File: src/rtl/pe_pkg.sv
// ---------------------------------------------------------------------------
// pe_pkg
// Shared constants and helpers for the 64-line priority-encoded request
// scheduler and its lookahead encoder.
//   N          : number of request lines
//   IDX_W      : width of an encoded index (log2 N)
//   CNT_W      : width of a population count of N bits (0..N)
//   GROUP_W    : request bits per encoder group
//   NUM_GROUPS : number of encoder groups
//   GRP_W      : width of a group number
//   COL_W      : width of a column number inside a group
//   onehot64() : expands an index into a 64-bit one-hot mask
// ---------------------------------------------------------------------------
package pe_pkg;

    localparam int N          = 64;
    localparam int IDX_W      = 6;
    localparam int CNT_W      = IDX_W + 1;
    localparam int GROUP_W    = 4;
    localparam int NUM_GROUPS = 16;
    localparam int GRP_W      = 4;
    localparam int COL_W      = 2;

    function automatic logic [N-1:0] onehot64(input logic [IDX_W-1:0] idx);
        logic [N-1:0] mask;
        mask      = '0;
        mask[idx] = 1'b1;
        return mask;
    endfunction

endpackage : pe_pkg

File: src/rtl/pe64_lookahead.sv
// ---------------------------------------------------------------------------
// pe64_lookahead
// Combinational 64-input priority encoder; the highest set bit wins.
// Built as a two-level lookahead: 16 four-bit group ORs select the highest
// active group, then a 4-way column encode picks the bit inside that group.
// Ports:
//   d   : input  [63:0] request vector
//   v   : output        at least one bit of d is set
//   idx : output [5:0]  index of the highest set bit (0 when d is zero)
// ---------------------------------------------------------------------------
module pe64_lookahead
    import pe_pkg::*;
(
    input  logic [N-1:0]     d,
    output logic             v,
    output logic [IDX_W-1:0] idx
);

    logic [NUM_GROUPS-1:0] group_or;
    logic [GRP_W-1:0]      grp_sel;
    logic [GROUP_W-1:0]    nibble;
    logic [COL_W-1:0]      col;

    always_comb begin
        group_or = '0;
        for (int g = 0; g < NUM_GROUPS; g++) begin
            group_or[g] = |d[g*GROUP_W +: GROUP_W];
        end
    end

    // Ascending scan so the last (highest) active group overwrites the
    // lower ones.
    always_comb begin
        grp_sel = '0;
        for (int g = 0; g < NUM_GROUPS; g++) begin
            if (group_or[g]) begin
                grp_sel = GRP_W'(g);
            end
        end
    end

    assign nibble = d[{grp_sel, 2'b00} +: GROUP_W];

    always_comb begin
        casez (nibble)
            4'b1???: col = 2'd3;
            4'b01??: col = 2'd2;
            4'b001?: col = 2'd1;
            default: col = 2'd0;
        endcase
    end

    assign v   = |group_or;
    assign idx = {grp_sel, col};

endmodule : pe64_lookahead

File: src/rtl/pe64_request_scheduler.sv
// ---------------------------------------------------------------------------
// pe64_request_scheduler
// Accumulates 64 sticky request lines into a pending register and issues
// the highest pending index through a single registered valid/ready slot.
// A pending bit is cleared on the edge its index is accepted, unless the
// same bit is being set again in that cycle.
// Ports:
//   clk       : input         rising-edge clock
//   rst_n     : input         asynchronous active-low reset
//   req_set   : input  [63:0] one-cycle set mask OR'd into pending
//   flush     : input         synchronous clear of pending and output slot
//   out_valid : output        issued index is valid
//   out_ready : input         consumer accepts when out_valid & out_ready
//   out_idx   : output [5:0]  issued index
//   pending   : output [63:0] pending register
//   pend_cnt  : output [6:0]  population count of pending
//   busy      : output        pending non-empty or slot occupied
// ---------------------------------------------------------------------------
module pe64_request_scheduler
    import pe_pkg::*;
(
    input  logic             clk,
    input  logic             rst_n,
    input  logic [N-1:0]     req_set,
    input  logic             flush,
    output logic             out_valid,
    input  logic             out_ready,
    output logic [IDX_W-1:0] out_idx,
    output logic [N-1:0]     pending,
    output logic [CNT_W-1:0] pend_cnt,
    output logic             busy
);

    logic [N-1:0]     pending_q,   pending_d;
    logic             out_valid_q, out_valid_d;
    logic [IDX_W-1:0] out_idx_q,   out_idx_d;
    logic [CNT_W-1:0] pend_cnt_q,  pend_cnt_d;
    logic             busy_q,      busy_d;

    logic             accept;
    logic             load;
    logic [N-1:0]     clr_mask;
    logic [N-1:0]     cand;
    logic             enc_v;
    logic [IDX_W-1:0] enc_idx;

    assign accept   = out_valid_q & out_ready;
    assign load     = ~out_valid_q | accept;
    assign clr_mask = accept ? onehot64(out_idx_q) : '0;

    // The index being accepted this cycle is masked out so it cannot be
    // re-issued from the not-yet-updated pending value.
    assign cand = pending_q & ~clr_mask;

    pe64_lookahead u_enc (
        .d   (cand),
        .v   (enc_v),
        .idx (enc_idx)
    );

    // Set is applied after clear, so a re-request of the accepted bit
    // survives and gets issued again later.
    always_comb begin
        pending_d = (pending_q & ~clr_mask) | req_set;
        if (flush) begin
            pending_d = '0;
        end
    end

    // Slot loads only when empty or draining; a stalled index is never
    // pre-empted by a higher request. out_idx keeps its last value when
    // nothing is loaded.
    always_comb begin
        out_valid_d = out_valid_q;
        out_idx_d   = out_idx_q;
        if (flush) begin
            out_valid_d = 1'b0;
        end else if (load) begin
            out_valid_d = enc_v;
            if (enc_v) begin
                out_idx_d = enc_idx;
            end
        end
    end

    // Status outputs come from next-state values so they line up with the
    // registered pending and slot contents.
    always_comb begin
        pend_cnt_d = '0;
        for (int i = 0; i < N; i++) begin
            pend_cnt_d = pend_cnt_d + CNT_W'(pending_d[i]);
        end
        busy_d = (|pending_d) | out_valid_d;
    end

    always_ff @(posedge clk or negedge rst_n) begin
        if (!rst_n) begin
            pending_q   <= '0;
            out_valid_q <= 1'b0;
            out_idx_q   <= '0;
            pend_cnt_q  <= '0;
            busy_q      <= 1'b0;
        end else begin
            pending_q   <= pending_d;
            out_valid_q <= out_valid_d;
            out_idx_q   <= out_idx_d;
            pend_cnt_q  <= pend_cnt_d;
            busy_q      <= busy_d;
        end
    end

    assign pending   = pending_q;
    assign out_valid = out_valid_q;
    assign out_idx   = out_idx_q;
    assign pend_cnt  = pend_cnt_q;
    assign busy      = busy_q;

endmodule : pe64_request_scheduler

File: config.mk
export PLATFORM = sky130hd
export DESIGN_NAME = pe64_request_scheduler
export DESIGN_NICKNAME = d
export VERILOG_FILES = /design/src/rtl/pe_pkg.sv /design/src/rtl/pe64_lookahead.sv /design/src/rtl/pe64_request_scheduler.sv
export SDC_FILE = /design/constraint.sdc
export NUM_CORES = 1
export LEC_CHECK = 0
export CAP_MARGIN = 20
export CELL_PAD_IN_SITES_DETAIL_PLACEMENT = 1
export CELL_PAD_IN_SITES_GLOBAL_PLACEMENT = 1
export CORE_MARGIN = 2
export CORE_UTILIZATION = 42
export CTS_CLUSTER_DIAMETER = 80
export DETAILED_ROUTE_END_ITERATION = 12
export PLACE_DENSITY_LB_ADDON = 0.1
export SYNTH_ARGS = -nofsm -noshare
export SYNTH_HDL_FRONTEND = slang
export SYNTH_SLANG_ARGS = --single-unit
File: constraint.sdc
create_clock -name clk -period 17.9 [get_ports clk]
set_input_delay 2.685 -clock clk [delete_from_list [all_inputs] [get_ports clk]]
set_output_delay 2.685 -clock clk [all_outputs]
set_load 0.03 [all_outputs]
==> run_results.csv <==
group,metric,value,unit
status,status,"finished clean",
floorplan,dieArea,17120,um^2
critical_path,cp.arrival,10480,ps
floorplan,io_pins,147,
pwr,cellPowerDensity,191.6,nW/um^2
placed_design,port_buffers,146,
worst_hold_path,min_path_type,"flip-flop to flip-flop",
timing,final.setup.tns,0,ps
cts,clk_latency,360,ps
route,num_vias,6674,
synth,synth.net_count,897,
placed_design,place_area,8348,um^2
synth,synth-async-reset-ratio,100.0,%
floorplan,start_util,42.70,%
synth,synthesis.area,6758,um^2
cts,root_buffer,"clkbuf_16",
timing,fmax,0.09768,GHz
critical_path,critPathSlowestCell,"o21ai_0",
route,routed_wl,29190,um
finish,drive_above_1_share,6.473,%
critical_path,critical_path_class,"primary input to flip-flop",
finish,fin_nets,1029,
synth,yosys_warnings,0,
timing,slew_violations,0,
critical_path,worst_setup_path_end_kind,"flip-flop",
pwr,total_power,1.669,mW
synth,synth_ff_type,"dfrtp_1",
synth,syn_inst,759,
route,drcViolationCount,0,
critical_path,crit_required,18150,ps
finish,fin_area,8710,um^2
route,viasPerCell,5.996,
timing,rsz0062_at_grt,"no",
timing,timing.final.crit_share,57.19,%
critical_path,path_max_fanout,14,
timing,hold_viol,0,
route,first_iter_violations,675,
synth,yosysSeqAreaShare,29.25,%
cts,clock_path_buffers,2,
cts,cts_tree,"yes",
grt,antenna_found_initial,0,
cts,cts.sinks,79,
cts,cts_resized,0,
grt,overflow,0,
critical_path,critPathMaxStageDelay,730,ps
grt,grt_use_total,35.33,%
critical_path,startpoint_type,"primary input",
flow_run,maxCapViolations,0,
finish,mostFrequentLayoutCell,"clkdlybuf4s50_1",
placed_design,place_congestion,0.9790,
finish,post-route-util,55.03,%
synth,ys_seq_elements,79,
finish,final_cell_mix,"144 x clkdlybuf4s50_1, 128 x inv_1, 113 x nor2_1",
synth,synth-edff-count,0,
finish,syn_to_final_growth,28.88,%
timing,finalClockSkew,9.237,ps
placed_design,dp_hpwl,23280,um
floorplan,die_w,130.8,um
floorplan,die_h,130.8,um
pwr,vdd_drop_max,0.6660,mV
finish,num-fill-cells,1825,
timing,period_minus_slack,10240,ps
floorplan,num_rows,46,
timing,setup_viol,0,
route,drtPass1Iterations,6,
cts,numCtsBuffers,9,
grt,grt_pass1_wl,43610,um
cts,htreeDepth,3,
critical_path,crit_path_frequent_cell,"fa_1",
cts,clk_pin_slew,70,ps
route,antenna_left,0,
timing,maxSlewHeadroom,25.66,%
cts,cts.hold.buffers_added,0,
synth,ys_types,88,
timing,max_slew.worst_pin.slew,1115,ps
cts,postCtsSetupBuffers,0,
floorplan,core,15830,um^2
critical_path,crit_chain,"clkdlybuf4s50_1, nand4bb_1, o21ai_0, a21oi_1, fa_1, fa_1, fa_1, inv_1, fa_1, inv_1, fa_1, fa_1, fa_1, inv_1, fa_1, inv_1, fa_1, a21o_1, a21oi_1, inv_1, a21oi_1, o21bai_1",
pwr,leakage,3.756,nW
synth,avgSynthCellArea,8.903,um^2
grt,grt_max_degree,80,
route,wl_per_cell,26.23,um
grt,grt_pass1_vias,7036,
[state kept, by name (all words and copies together), names as in the netlist]
name       cells
out_valid      1
busy           1
pending       64
out_idx        6
pend_cnt       7
[final timing paths]
path,cells after the start,to,slack [ps],from
setup / recovery,22,pend_cnt[6],7660,out_ready
hold / removal,2,pending[40],680,pending[40]
setup reg to reg,21,pend_cnt[6],9930,out_idx[3]
hold reg to reg,2,pending[40],680,pending[40]
max in group asynchronous,2,pending[51],15040,rst_n
min in group asynchronous,1,pending[4],2240,rst_n
[metal layers]
layer	vias to the layer above	share of wire (%)	track usage (%)
met5	-	0	0
met4	0	3.4	13.33
met3	61	6.5	4.927
met2	290	49	58.98
met1	3451	41	46.94
li1	2872	-	-
[synthesized netlist by cell type, drive strengths merged (8+ instances only)]
library cell	number	area, um^2
dfrtp	79	1977
o21bai	8	60.06
inv	128	480.5
fa	54	1081
o21a	22	165.2
nor3	13	65.06
nand2	31	118.9
o31a	9	78.83
clkbuf	10	37.54
nand3	11	60.06
nand4	8	56.30
o21ai	22	110.1
ha	16	200.2
nor2	113	424.2
a21oi	51	262.8
mux2i	8	80.08
nand2b	8	50.05
nor4	22	150.1
buf	21	133.9
o32ai	10	106.4
or3	9	71.32
[layout make-up]
type / count / area [um^2] / area share, %
multi-input cells: 520 / 4125 / 47.36
flip-flops and latches: 79 / 1977 / 22.70
repair buffers: 152 / 1519 / 17.44
inverters: 129 / 484.2 / 5.560
well taps: 216 / 270.3 / 3.103
clock buffers: 10 / 239.0 / 2.744
clock inverters: 6 / 92.59 / 1.063
diodes: 1 / 2.502 / 0.02873
[report_power, final]
group          internal (mW)  leakage, nW  switching (mW)
logic                  0.535         2.63           0.678
registers              0.223        0.966          0.0189
clock network          0.127        0.155          0.0868
[through the flow]
stage / cells / worst slack (ps) / hold slack [ps]
after floorplan: 759 / 8883 / 749.2
after CTS: 1111 / 7678 / 681.6
after detailed placement: 1095 / 7336 / 671.9
after global routing: 1112 / 7197 / 712.2
final: 1113 / 7663 / 679.6
after global placement: 1095 / 7573 / 639.2
[cell families after synthesis]
group                      synth area share [%]
AOI/OAI and AO/OA                         19.55
xor gates and xnor gates                 0.9259
adders and majority gates                 18.96
buffers and inverters                     9.702
DFF                                       29.25
muxes                                     1.685
and+or+nand+nor                           19.92
[worst max-delay path, delay by kind of cell]
family	cells	cell delay (ps)
compound gates	6	1620
fa+ha+maj	9	4520
buf+inv	6	1010
simple gates	1	660
Power figures use the tool's default switching activity.
